### config.mk
export PLATFORM = sky130hd
export DESIGN_NAME = pipelined_logic_unit
export DESIGN_NICKNAME = d
export VERILOG_FILES = /design/src/rtl/logic_unit_pkg.sv /design/src/rtl/logic_unit_stage.sv /design/src/rtl/pipelined_logic_unit.sv
export SDC_FILE = /design/constraint.sdc
export NUM_CORES = 1
export LEC_CHECK = 0
export BUFFER_PORTS_ARGS = -buffer_cell sky130_fd_sc_hd__buf_4
export CAP_MARGIN = 10
export CORE_MARGIN = 2
export CORE_UTILIZATION = 50
export CTS_BUF_LIST = sky130_fd_sc_hd__clkbuf_2
export CTS_CLUSTER_SIZE = 16
export DETAILED_ROUTE_END_ITERATION = 7
export PLACE_DENSITY = 0.71
export SYNTH_ARGS = -nofsm -noshare
export SYNTH_HDL_FRONTEND = slang
export SYNTH_SLANG_ARGS = --single-unit
### constraint.sdc
create_clock -name clk -period 3.15 [get_ports clk]
set_input_delay 0.315 -clock clk [delete_from_list [all_inputs] [get_ports clk]]
set_output_delay 0.315 -clock clk [all_outputs]
set_load 0.02 [all_outputs]
### src/rtl/logic_unit_pkg.sv
// Shared definitions for the pipelined bitwise logic unit: op-code width and op codes.
package logic_unit_pkg;

    localparam int OP_W = 3;

    localparam logic [OP_W-1:0] OP_AND  = 3'b000;
    localparam logic [OP_W-1:0] OP_OR   = 3'b001;
    localparam logic [OP_W-1:0] OP_XOR  = 3'b010;
    localparam logic [OP_W-1:0] OP_NOR  = 3'b011;
    localparam logic [OP_W-1:0] OP_XNOR = 3'b100;
    localparam logic [OP_W-1:0] OP_ANDN = 3'b101;
    localparam logic [OP_W-1:0] OP_ACCX = 3'b110;
    localparam logic [OP_W-1:0] OP_PASS = 3'b111;

endpackage

### src/rtl/logic_unit_stage.sv
// One pipeline register of the logic unit: a valid bit plus a data word,
// loaded when enabled and held otherwise so the whole pipe can stall.
module logic_unit_stage
    import logic_unit_pkg::*;
#(
    parameter int DW = 34
) (
    input  logic          clk,
    input  logic          reset,
    input  logic          en,
    input  logic          vld_in,
    input  logic [DW-1:0] d_in,
    output logic          vld_out,
    output logic [DW-1:0] d_out
);

    // Valid/data register: cleared on reset, advances on enable, holds on stall.
    always_ff @(posedge clk) begin
        if (reset) begin
            vld_out <= 1'b0;
            d_out   <= '0;
        end else if (en) begin
            vld_out <= vld_in;
            d_out   <= d_in;
        end
    end

endmodule

### src/rtl/pipelined_logic_unit.sv
// Pipelined 8-op bitwise logic unit with a running XOR accumulator.
// Op decode, the accumulator and the zero/parity flags are evaluated at the
// accept cycle; the result word and both flags then travel together through
// LAT hold-on-stall stages so they leave the pipe in the same cycle.
module pipelined_logic_unit
    import logic_unit_pkg::*;
#(
    parameter int WIDTH = 32,
    parameter int LAT   = 2
) (
    input  logic             clk,
    input  logic             reset,
    input  logic             in_valid,
    output logic             in_ready,
    input  logic [OP_W-1:0]  op,
    input  logic [WIDTH-1:0] a,
    input  logic [WIDTH-1:0] b,
    input  logic             acc_clr,
    output logic             out_valid,
    input  logic             out_ready,
    output logic [WIDTH-1:0] y,
    output logic             zero,
    output logic             parity
);

    // Carried word per stage: {parity, zero, y}.
    localparam int DW = WIDTH + 2;

    logic             stall;
    logic             accept;
    logic [WIDTH-1:0] acc;
    logic [WIDTH-1:0] acc_base;
    logic [WIDTH-1:0] acc_nxt;
    logic [WIDTH-1:0] res_p0;
    logic             zero_p0;
    logic             parity_p0;

    logic [LAT:0]         vld_p;
    logic [LAT:0][DW-1:0] dat_p;

    // Bitwise op evaluation; ACCX returns the already-updated accumulator.
    function automatic logic [WIDTH-1:0] logic_op(
        input logic [OP_W-1:0]  f,
        input logic [WIDTH-1:0] x,
        input logic [WIDTH-1:0] z,
        input logic [WIDTH-1:0] acc_new
    );
        logic [WIDTH-1:0] r;
        case (f)
            OP_AND:  r = x & z;
            OP_OR:   r = x | z;
            OP_XOR:  r = x ^ z;
            OP_NOR:  r = ~(x | z);
            OP_XNOR: r = ~(x ^ z);
            OP_ANDN: r = x & ~z;
            OP_ACCX: r = acc_new;
            default: r = x;
        endcase
        return r;
    endfunction

    assign stall    = out_valid & ~out_ready;
    assign in_ready = ~stall;
    assign accept   = in_valid & in_ready;

    // Accumulator next value: a clear on the same accept takes effect before the XOR.
    always_comb begin
        acc_base  = acc_clr ? '0 : acc;
        acc_nxt   = acc_base ^ a ^ b;
        res_p0    = logic_op(op, a, b, acc_nxt);
        zero_p0   = ~|res_p0;
        parity_p0 = ^res_p0;
    end

    // Accumulator register: changes only on an accepted ACCX or accepted clear.
    always_ff @(posedge clk) begin
        if (reset) begin
            acc <= '0;
        end else if (accept && (acc_clr || op == OP_ACCX)) begin
            acc <= (op == OP_ACCX) ? acc_nxt : '0;
        end
    end

    // Stage 0 input: accept qualifies the freshly computed result word.
    assign vld_p[0] = accept;
    assign dat_p[0] = {parity_p0, zero_p0, res_p0};

    // Register chain: every stage advances together unless the output is stalled.
    for (genvar i = 0; i < LAT; i++) begin : g_stage
        logic_unit_stage #(
            .DW(DW)
        ) u_stage (
            .clk     (clk),
            .reset   (reset),
            .en      (~stall),
            .vld_in  (vld_p[i]),
            .d_in    (dat_p[i]),
            .vld_out (vld_p[i+1]),
            .d_out   (dat_p[i+1])
        );
    end

    assign out_valid = vld_p[LAT];
    assign parity    = dat_p[LAT][DW-1];
    assign zero      = dat_p[LAT][DW-2];
    assign y         = dat_p[LAT][WIDTH-1:0];

endmodule
Yosys cells after proc, flatten, opt, wreduce, memory -nomap -nowiden
Cells that the tools add are included.
{ "word_totals": {"reg_bits": 102, "latch_bits": 0, "ramBits": 0, "mem_bits_ro": 0, "input_bits": 72, "out_inout_bits": 36, "memories": 0} }
{ "op_classes": {"addsub": 0, "multipliers": 0, "div_mod_pow": 0, "magnitude_cmp": 0, "eq_ne": 6, "shift": 0, "mux": 3, "bitwise_logic": 13, "reduce_logical": 6} }
{ "op_table": {"columns": ["cell", "n"], "rows": [
  ["$pmux 32 s7", 1],
  ["$not 32->32", 3],
  ["$xor 32x32->32", 3],
  ["$and 32x32->32", 2],
  ["$mux 32", 2],
  ["$or 32x32->32", 1],
  ["$reduce_or 32->1", 1],
  ["$reduce_xor 32->1", 1],
  ["$eq 3x3->1 const B", 3],
  ["$eq 3x2->1 const B", 2],
  ["$eq 3x1->1 const B", 1],
  ["$logic_not 3->1", 1],
  ["$and 1x1->1", 2],
  ["$not 1->1", 2],
  ["$logic_and 1x1->1", 1],
  ["$logic_not 1->1", 1],
  ["$logic_or 1x1->1", 1]
]} }

Logic depth before layout (Yosys ltp)
Gate-level depths: netlist of run 1.
{ "logic_depth": {"ltp_word": 6, "mapped_depth": 13, "ltp_nobuf": 12} }

Cells and area by module
Synthesis of run 1 repeated with hierarchy kept, for this count alone.
{ "hier_totals": {"cells_unflattened": 1095, "area_unflattened_um2": 8707.1} }
{ "modules_own_cells": {"columns": ["mod", "n_inst", "cells_per_inst", "area_per_inst_um2", "seq_area_each_um2"], "rows": [
  ["pipelined_logic_unit", 1, 869, 6162.2, 640.6],
  ["logic_unit_stage", 2, 113, 1272.5, 700.7]
]} }

Worst setup path before layout of run 1
No wires, ideal clock.
{ "synth_path": {"path_type": "input to register", "from": "input op[2]", "to": "register g_stage[0].u_stage.d_out[33]", "setup_ns": 0.086, "arrival_time_ns": 2.436, "t_required_ns": 3.064, "slack_ns": 0.628, "cell_stages": 12, "cell_sequence": "buf_4 -> or3b_1 -> buf_2 -> buf_6 -> o22a_1 -> and2_1 -> ha_1 -> xnor2_1 -> xnor2_1 -> xnor2_1 -> xnor2_1 -> a211oi_1"} }
{ "synth_between": {"elab_chain_len": 3, "elab_cells_between_ends": 9, "cone_classes": "eq/ne: 6; mux: 1; reduce/logical: 2"} }
{ "synth_rtl": {"columns": ["element", "line_no", "text"], "rows": [
  ["start: declaration", "pipelined_logic_unit.sv:15", "input logic [OP_W-1:0] op,"],
  ["$eq 3x3->1, or another cell as far along", "pipelined_logic_unit.sv:49", "case (f)"],
  ["$pmux 32 s7 *", "pipelined_logic_unit.sv:49", null],
  ["$reduce_xor 32->1 *", "pipelined_logic_unit.sv:72", "parity_p0 = ^res_p0;"],
  ["end signal: assignment", "logic_unit_stage.sv:24", "d_out <= d_in;"],
  ["end: declaration", "logic_unit_stage.sv:14", "output logic [DW-1:0] d_out"]
]} }
Every way passes the cells marked *; elsewhere a longest branch is shown, timed or not.
A chain may end at the register's enable or synchronous reset.

Final worst setup path of run 1
{ "layout_path": {"from": "input a[21]", "to": "register g_stage[0].u_stage.d_out[33]"} }
{ "layout_between": {"elab_chain_len": 4, "elab_cells_between_ends": 10, "cone_classes": "mux: 1; bitwise: 8; reduce/logical: 1"} }
{ "layout_rtl": {"columns": ["element", "line_no", "text"], "rows": [
  ["start: declaration", "pipelined_logic_unit.sv:16", "input logic [WIDTH-1:0] a,"],
  ["$xor 32x32->32, or another cell as far along (2 in series)", "pipelined_logic_unit.sv:69", "acc_nxt = acc_base ^ a ^ b;"],
  ["$pmux 32 s7 *", "pipelined_logic_unit.sv:49", null],
  ["$reduce_xor 32->1 *", "pipelined_logic_unit.sv:72", null]
]} }
Marked as above.

==> qor.yml, run 1 <==
synth:
  synth-seq-cells: 102
  synth_top_cell_area_share_pct: 25.2
  synth-simple-area-share_pct: 18.8
  synth-edff-count: 0
  synth_area_leaders: "dfxtp_1 25%, ha_1 7.4%, xnor2_1 6.5%"
  synthMuxAreaShare_pct: 5.89
  synth_top_family_by_area: "compound AO/OA/AOI/OAI gates"
  synthXorXnorAreaFrac_pct: 8.53
  syn_area_um2: 8120
  synth_cells: 1066
  ys.flop_type: "dfxtp_1"
  yosysSeqAreaShare_pct: 25.2
  synth_cell_types: 42
  yosys_warnings: 0
  syn_nets: 1186
  synth_compound_gate_area_share_pct: 23.7
  synth_top_area_cell: "dfxtp_1"
  synth_fa_ha_area_share_pct: 7.40
  syn_area_per_cell_um2: 7.61
  async_flop_share_pct: 0
grt:
  grt_start_max_net_pins: 103
  grt_first_pass_wirelength_um: 35000
  grt_pass1_vias: 6907
  antenna_found_initial: 1
  globalRouteTotalUtil_pct: 24.8
  grt_overflow: 0
min_path:
  hold-path-endpoint: "acc[5]"
  min_from: "a[5]"
  whs_path_depth: 4
  worstHoldPathType: "input pin to flip-flop"
floorplan:
  die_y_um: 131
  rows: 46
  die_w_um: 131
  fp.coreArea_um2: 15900
  initial_core_util_pct: 51.1
  ioPinCount: 108
  dieArea_um2: 17300
worst_setup_path:
  worstSetupStartpointType: "input pin"
  r2r_slack_ps: 520
  reg2reg_to: "g_stage[0].u_stage.d_out[33]"
  cp-end-kind: "flip-flop"
  reg2reg_from: "acc[21]"
  reg2regPathDepth: 10
  critical_path.max_fanout: 4
  critPathKind: "input pin to flip-flop"
  worstPathRequired_ps: 3720
  crit_arrival_ps: 3430
power:
  leakage_nw: 3.86
  total_power_mw: 3.31
  power_frac_clock_pct: 18.2
  vdd_drop_max_uv: 206
  p_per_area_nw_per_um2: 362
  p_sw_share_pct: 36.5
  p_seq_share_pct: 43.1
  p_switching_mw: 1.21
  pwr-share-comb_pct: 38.7
  intPower_mw: 2.11
timing:
  relSlewSlack_pct: 23.7
  tns_ps: 0
  finalCriticalPeriod_ps: 2870
  tightest_slew_ps: 1140
  fmax_mhz: 349
  clock_skew_ps: 33.1
  period_share_pct: 91.0
  rsz0062_at_grt: "no"
  maxSlewViolCount: 0
  finalHoldViolations: 0
  setup_viol: 0
clocking:
  root_buffer: "clkbuf_2"
  cts_setup_buffers: 0
  cts_sinks: 102
  cts_tree: "done"
  numCtsBuffers: 9
  clk_path_buf_depth: 2
  clk_pin_slew_ps: 290
  htree_levels: 3
  clkLatencyLatePin_ps: 640
detailed_routing:
  final_antenna_net_count: 0
  wl_per_cell_um: 15.8
  vias: 7471
  drt_pass1_iterations: 5
  drtIter0Drc: 587
  vias_per_cell: 5.53
  drcViolationCount: 0
  routed_wl_um: 21400
layout:
  final_cell_area_um2: 9170
  areaGrowthSynthToFinish_pct: 12.9
  drive_gt1_share_pct: 17.2
  fin_nets: 1249
placed_design:
  io_buffers: 107
  dp_hpwl_um: 15300
  placed_area_um2: 8960
  gp_congestion: 0.883
run:
  drv_cap: 0
run_status:
  status: "finished clean"
cell usage after synthesis (all sizes together), types with 4 or more instances:
master and instances:
a211oi 34, a21oi 69, a221o 7, a22oi 17, a2bb2oi 8, a311oi 8, a32oi 22, and2 10
buf 70, clkbuf 35, dfxtp 102, ha 48, inv 68, mux2 14, mux2i 32, nand2 127
nand2b 23, nand3b 10, nand4 4, nor2 109, nor2b 41, nor3 10, o21ai 74, o221a 8
o22a 6, o22ai 20, o2bb2ai 9, xnor2 60, xor2 19
power by group through the flow:
stage / Clock, mW / Sequential, mW / Combinational, mW
global placement: 0 / 1.45 / 1.24
detailed placement: 0 / 1.45 / 1.26
CTS: 0.630 / 1.43 / 1.27
global route: 0.677 / 1.44 / 1.41
finish: 0.604 / 1.43 / 1.28
floorplan: 0 / 1.44 / 0.904
how the worst max path moves through the flow:
stage               startpoint                           end  depth (start not counted)
detailed placement       op[0]  g_stage[0].u_stage.d_out[33]                         11
floorplan                op[2]  g_stage[0].u_stage.d_out[33]                         12
global route             a[21]  g_stage[0].u_stage.d_out[33]                         14
global placement         op[0]  g_stage[0].u_stage.d_out[33]                         11
CTS                      a[21]  g_stage[0].u_stage.d_out[33]                         14
finish                   a[21]  g_stage[0].u_stage.d_out[33]                         14
registers in the layout, summed over array words and instances, names as in the netlist:
register / count
g_stage.u_stage.d_out: 68
acc: 32
g_stage.u_stage.vld_out: 2
routing by layer:
layer	global-route usage [%]	wire [µm]	vias up
met5	0	0	-
met1	35.9	10100	3430
met2	37.1	9410	225
met4	8.94	533	0
li1	-	-	3782
met3	3.97	1310	34
logic make-up (layout without fill, tap and decap cells):
family	after synthesis	count (layout)
flip-flops	102	102
AND/OR/NAND/NOR	336	336
buffers and inverters	173	240
other	0	1
AO/OA/AOI/OAI	282	282
XOR/XNOR	79	79
multiplexers	46	46
adder cells (fa/ha/maj)	48	48
cell type report:
type | instances | area [µm²]
inverters | 68 | 255
clock inverters | 6 | 57.6
well taps | 216 | 270
flip-flops and latches | 102 | 2040
clock buffers | 9 | 45.0
repair buffers | 157 | 1270
fillers | 1545 | 6720
diodes | 1 | 2.50
multi-input cells | 791 | 5230
placed cells by master (no fill, tap or decap), drive strengths merged, types with 14 or more instances in the layout:
| cell | instances |
|---|---|
| a211oi | 34 |
| a21oi | 69 |
| a22oi | 17 |
| a32oi | 22 |
| buf | 147 |
| dfxtp | 102 |
| ha | 48 |
| inv | 70 |
| mux2 | 14 |
| mux2i | 32 |
| nand2 | 127 |
| nand2b | 23 |
| nor2 | 109 |
| nor2b | 41 |
| o21ai | 74 |
| o22ai | 20 |
| xnor2 | 60 |
| xor2 | 19 |
worst max-delay path: stages:
cell	delay [ps]
dlygate4sd3_1	530
buf_4	120
inv_1	50
ha_1	300
mux2i_1	130
o22ai_1	100
a221o_1	300
a21oi_1	420
ha_1	350
xnor2_1	200
xnor2_1	160
xnor2_1	160
xnor2_1	90
a211oi_1	220
repair_timing:
action                     CTS  global route
hold endpoints to repair    10             0
setup endpoints to repair    0             0
resized for setup            0             0
hold buffers                10             0
through the flow:
stage          std cells  util (%)  hold slack (ps)  worst slack (ps)
5_1_grt             1350      57.7             4.62               228
3_5_place_dp        1324      56.4              445              96.9
3_3_place_gp        1324      56.4              439               116
4_1_cts             1349      57.7             2.81               380
6_report            1350      57.7             49.1               283
2_1_floorplan       1066         -              432               628
Note: power is estimated with default switching activity, not from simulation.
==> run 2, diff against run 1 <==
- CORE_MARGIN: 2 -> not set
- PLACE_DENSITY: 0.71 -> 0.7
- SYNTH_HIERARCHICAL: not set -> 1
- clock period: 3.15 -> 3.45 ns (I/O delays scaled with it)
==> run 2 against run 1 <==
Effect of this change:
- clock-buffer cell count is 2 higher
- register-to-register slack better by 600 ps
- wire length is 3.0% higher
- flip-flop and latch count stayed put
- largest power group unchanged
==> qor.yml, run 2 <==
grt:
  grt_start_max_net_pins: 103
  antenna_found_initial: 1
  globalRouteTotalUtil_pct: 25.0
  grt_pass1_vias: 7287
  grt_first_pass_wirelength_um: 36200
  grt_overflow: 0
layout:
  largest_reg_flops: 68
  final_cell_mix: "127 x buf_4, 126 x a21oi_1, 102 x dfxtp_1"
  layout_commonest_cell: "buf_4"
  fin_nets: 1274
  areaGrowthSynthToFinish_pct: 11.2
  largest-register: "g_stage.u_stage/d_out"
  fillers: 1620
  finalNonFillerCells: 1380
  top_regs: "g_stage.u_stage/d_out: 68 flops, acc: 32 flops, g_stage.u_stage/vld_out: 2 flops"
  drive_gt1_share_pct: 17.8
detailed_routing:
  drt_pass1_iterations: 5
  drcViolationCount: 0
  drtIter0Drc: 534
  vias: 8029
  final_antenna_net_count: 0
  vias_per_cell: 5.82
  routed_wl_um: 22000
  wl_per_cell_um: 16.0
floorplan:
  dieArea_um2: 17900
  ioPinCount: 108
  die_y_um: 134
  fp.coreArea_um2: 16800
  rows: 47
  initial_core_util_pct: 51.8
  die_w_um: 134
clocking:
  clk_path_buf_depth: 2
  cts_sinks: 102
  cts_setup_buffers: 0
  cts_resized: 0
  hold_buffers: 6
  cts_tree: "done"
  clkLatencyLatePin_ps: 640
  root_buffer: "clkbuf_2"
  htree_levels: 3
  numCtsBuffers: 9
  clk_pin_slew_ps: 310
placed_design:
  dp_hpwl_um: 15300
  placedCellCount: 1357
  gp_congestion: 0.844
  io_buffers: 107
synth:
  syn_area_um2: 8710
  synth_top_cells_by_count: "126 x a21oi_1, 102 x dfxtp_1, 93 x mux2i_1"
  async_flop_share_pct: 0
  synth-seq-cells: 102
  synth_top_cell_area_share_pct: 23.5
  synth_cells: 1095
  syn_nets: 1215
  syn_area_per_cell_um2: 7.95
  synth_area_leaders: "dfxtp_1 23%, mux2i_1 11%, a21oi_1 7.2%"
  yosysSeqAreaShare_pct: 23.5
  yosysMostFrequentCell: "a21oi_1"
  synth_top_area_cell: "dfxtp_1"
  synth_cell_types: 37
  synth-edff-count: 0
  ys.flop_type: "dfxtp_1"
  yosys_warnings: 6
timing:
  clock_skew_ps: 34.0
  fmax_mhz: 403
  finalCriticalPeriod_ps: 2480
  tightest_slew_ps: 1070
  tns_ps: 0
  finalHoldViolations: 0
  relSlewSlack_pct: 28.9
  period_share_pct: 71.9
  maxSlewViolCount: 0
  setup_viol: 0
  rsz0062_at_grt: "no"
power:
  leakage_nw: 4.42
  total_power_mw: 3.34
  p_per_area_nw_per_um2: 345
  vdd_drop_max_uv: 192
min_path:
  worstHoldPathType: "input pin to flip-flop"
worst_setup_path:
  critical_path.max_fanout: 3
  cp-end-kind: "flip-flop"
  crit_arrival_ps: 3000
  worstPathRequired_ps: 3970
  critPathKind: "input pin to flip-flop"
  worstSetupStartpointType: "input pin"
run:
  drv_cap: 0
run_status:
  status: "finished clean"
## run 2: cell count changes in the layout (fill, tap and decap cells not counted), sizes merged, moves of 22 or more
| cell | before | now |
|---|---|---|
| a21oi | 69 | 126 |
| nand3 | 0 | 32 |
| o221a | 8 | 50 |
| a32oi | 22 | 0 |
| mux2i | 32 | 93 |
| nand2 | 127 | 57 |
| o221ai | 0 | 27 |
| a211oi | 34 | 0 |
## run 2: cell families after synthesis
| kind of cell | share of synthesized area (%) |
|---|---|
| xor+xnor | 8.85 |
| simple gates | 15.9 |
| buf+inv | 9.40 |
| mux | 11.3 |
| compound gates | 24.2 |
| flops | 23.5 |
| fa+ha+maj | 6.90 |
## run 2: worst paths after layout
kind	endpoint	cells past startpoint	startpoint	slack, ps
setup / recovery	g_stage[0].u_stage/d_out[33]	13	b[20]	970
hold / removal	acc[10]	4	b[10]	50
setup reg to reg	g_stage[0].u_stage/d_out[33]	10	acc[6]	1120
hold reg to reg	acc[27]	2	acc[27]	520
## run 2: routing by layer
| metal | global-route usage [%] | share of wire, % | wire, µm |
|---|---|---|---|
| met3 | 3.33 | 5.1 | 1130 |
| met5 | 0 | 0 | 0 |
| met2 | 40.2 | 45 | 9920 |
| met1 | 33.8 | 47 | 10400 |
| met4 | 9.79 | 2.7 | 588 |
## run 2: power breakdown
| group | total, mW | switching [mW] | leakage [nW] | internal (mW) |
|---|---|---|---|---|
| logic | 1.28 | 0.684 | 3.50 | 0.594 |
| registers | 1.30 | 0.0451 | 0.835 | 1.26 |
| clock network | 0.758 | 0.438 | 0.0928 | 0.320 |
## run 2: metrics by stage
step / cell area, µm² / utilization (%) / hold WS [ps] / setup WS (ps)
after global routing: 9680 / 57.6 / 9.35 / 880
after CTS: 9680 / 57.5 / 0.431 / 1030
after floorplan: 8710 / - / 414 / 966
after global placement: 9460 / 56.2 / 474 / 613
after detailed placement: 9460 / 56.2 / 484 / 590
final: 9680 / 57.6 / 49.0 / 970
## run 2: critical path, stage by stage
cell and delay (ps):
dlygate4sd3_1 540, buf_4 150, inv_1 70, ha_1 240, o31a_1 260, o221a_2 250
ha_1 310, xnor2_1 150, xnor2_1 220, xnor2_1 170, xnor2_1 110, mux2i_1 140
nor2_1 50
## run 2: cell type report
class | count | area, µm² | share of cell area, %
Tap cell | 220 | 275 | 2.84
Clock buffer | 11 | 55.1 | 0.569
Multi-Input combinational cell | 837 | 5850 | 60.4
Inverter | 67 | 254 | 2.62
Timing Repair Buffer | 137 | 1090 | 11.3
Antenna cell | 1 | 2.50 | 0.0259
Sequential cell | 102 | 2040 | 21.1
Clock inverter | 5 | 106 | 1.10
==> run 3, diff against run 2 <==
- PLACE_DENSITY: 0.7 -> 0.73
- clock period: 3.45 -> 2 ns (I/O delays scaled with it)
==> run 3 against run 2 <==
Effect of this change:
- the run now ends with negative setup slack left
- highest routed layer unchanged
- wire length increased by 12%
- die area unchanged
- non-clock buffer count increased by 180
- first-iteration DRC count increased by 24%
- clock power increased by 41%
- total power increased by 84%
- core utilization increased by 11 points
- largest cell class unchanged
- via count increased by 11%
- clock skew increased by 17 ps
==> qor.yml, run 3 (synthesis results as in run 2) <==
run_status:
  status: "complete, but fails checks"
  failed_checks: "negative setup slack"
power:
  power_frac_clock_pct: 17.5
  p_per_area_nw_per_um2: 530
  pwr-share-comb_pct: 45.8
  p_switching_mw: 2.22
  p_sw_share_pct: 36.2
  leakage_nw: 5.45
  intPower_mw: 3.91
  p_seq_share_pct: 36.7
  vdd_drop_max_uv: 362
timing:
  finalHoldViolations: 0
  relSlewSlack_pct: 63.7
  maxSlewViolCount: 0
  worst_slack_ps: -231
  period_share_pct: 112
  fmax_mhz: 448
  setup_viol: 1
  rsz0062_at_grt: "yes"
  clock_skew_ps: 50.8
  tightest_slew_ps: 544
  finalCriticalPeriod_ps: 2230
clocking:
  clkLatencyLatePin_ps: 640
  numCtsBuffers: 9
  clk_pin_slew_ps: 330
  cts_tree: "done"
  cts_sinks: 102
  htree_levels: 3
  root_buffer: "clkbuf_2"
  clk_path_buf_depth: 2
layout:
  areaGrowthSynthToFinish_pct: 32.9
  finalNonFillerCells: 1561
  fin_nets: 1455
  layout_commonest_cell: "buf_4"
  drive_gt1_share_pct: 34.9
  fin_util_pct: 68.8
  largest-register: "g_stage.u_stage/d_out"
  final_cell_mix: "300 x buf_4, 126 x a21oi_1, 93 x mux2i_1"
  top_regs: "g_stage.u_stage/d_out: 68 flops, acc: 32 flops, g_stage.u_stage/vld_out: 2 flops"
  largest_reg_flops: 68
placed_design:
  gp_congestion: 0.887
  dp_slack_ps: -607
  dp_hpwl_um: 17800
  io_buffers: 107
  placedCellCount: 1526
floorplan:
  fp.coreArea_um2: 16800
  initial_core_util_pct: 51.8
  die_w_um: 134
  dieArea_um2: 17900
  ioPinCount: 108
  die_y_um: 134
  rows: 47
detailed_routing:
  dr_wl_met2_um: 11800
  wl_met1_um: 10900
  final_antenna_net_count: 0
  top_layer: "met4"
  drtIter0Drc: 660
  wl_per_cell_um: 15.8
  vias: 8907
  drcViolationCount: 0
  routed_wl_um: 24700
  vias_per_cell: 5.71
  route.met3.wl_um: 1340
  drt_pass1_iterations: 6
worst_setup_path:
  critPathKind: "flip-flop to flip-flop"
  critical_path.max_fanout: 2
  worstSetupStartpointType: "flip-flop"
  crit_arrival_ps: 2820
  reg2reg_from: "acc[8]"
  reg2regPathDepth: 10
  cp-end-kind: "flip-flop"
  reg2reg_to: "g_stage[0].u_stage/d_out[33]"
  worstPathRequired_ps: 2590
  r2r_slack_ps: -230
grt:
  grt_start_max_net_pins: 58
  globalRouteTotalUtil_pct: 26.9
  grt_overflow: 0
  grt_pass1_vias: 8137
  antenna_found_initial: 1
  grt_first_pass_wirelength_um: 39100
min_path:
  hold-path-endpoint: "g_stage[0].u_stage/d_out[29]"
  min_from: "op[0]"
  whs_path_depth: 4
  worstHoldPathType: "input pin to flip-flop"
run:
  drv_cap: 0
## run 3: power by group through the flow
| stage | logic (mW) | registers, mW | clock network (mW) |
|---|---|---|---|
| final | 2.81 | 2.25 | 1.07 |
| after global routing | 3.04 | 2.27 | 1.19 |
| after CTS | 2.68 | 2.25 | 1.11 |
| after detailed placement | 2.52 | 2.29 | 0 |
| after global placement | 2.48 | 2.28 | 0 |
| after floorplan | 1.58 | 2.31 | 0 |
## run 3: worst max path at each step
| stage | slack, ps | depth (start not counted) | to | startpoint |
|---|---|---|---|---|
| finish | -230 | 10 | g_stage[0].u_stage/d_out[33] | acc[8] |
| global route | -340 | 10 | g_stage[0].u_stage/d_out[33] | acc[7] |
| CTS | -150 | 10 | g_stage[0].u_stage/d_out[33] | acc[26] |
| detailed placement | -610 | 14 | g_stage[0].u_stage/d_out[33] | op[2] |
| global placement | -530 | 13 | g_stage[0].u_stage/d_out[33] | op[2] |
| floorplan | -250 | 12 | g_stage[0].u_stage/d_out[33] | a[27] |
## run 3: worst max-delay path, stage by stage (launching register included)
cell     delay [ps]
dfxtp_2         390
nor2b_2         160
xnor2_2         140
o221a_2         320
ha_4            260
xor2_1          170
xnor2_1         200
xnor2_1         190
xnor2_1         170
mux2i_1         100
nor2_1           80
## run 3: cell type report
class	instances	area, µm²
tap	220	275
sequential	102	2070
timing repair buffer	317	2570
fill	1370	5240
inverter	67	277
multi-input combinational	837	6250
timing repair inverter	1	8.76
clock inverter	6	68.8
antenna	1	2.50
clock buffer	10	50.0
## run 3: routing by layer
metal | GRT usage [%] | vias up
met4 | 9.41 | 0
met2 | 46.9 | 280
met3 | 4.04 | 42
met1 | 33.4 | 4206
met5 | 0 | -
li1 | - | 4379
## run 3: metrics by stage
step	power [mW]	TNS, ps	hold WS [ps]	cell area (µm²)
6_report	6.13	-231	35.0	11600
4_1_cts	6.04	-147	0.496	11400
5_1_grt	6.49	-342	2.61	11600
3_5_place_dp	4.81	-942	486	11000
2_1_floorplan	3.89	-253	269	8800
3_3_place_gp	4.76	-845	473	11000
## run 3: timing repair
| action | 4_1_cts | 5_1_grt |
|---|---|---|
| hold buffers | 2 | 0 |
| cloned | 0 | 1 |
| setup buffers | 7 | 8 |
| gates resized for setup | 41 | 32 |
| endpoints found under the setup margin | 3 | 3 |
| hold endpoints to repair | 18 | 0 |
| pin swaps | 16 | 23 |
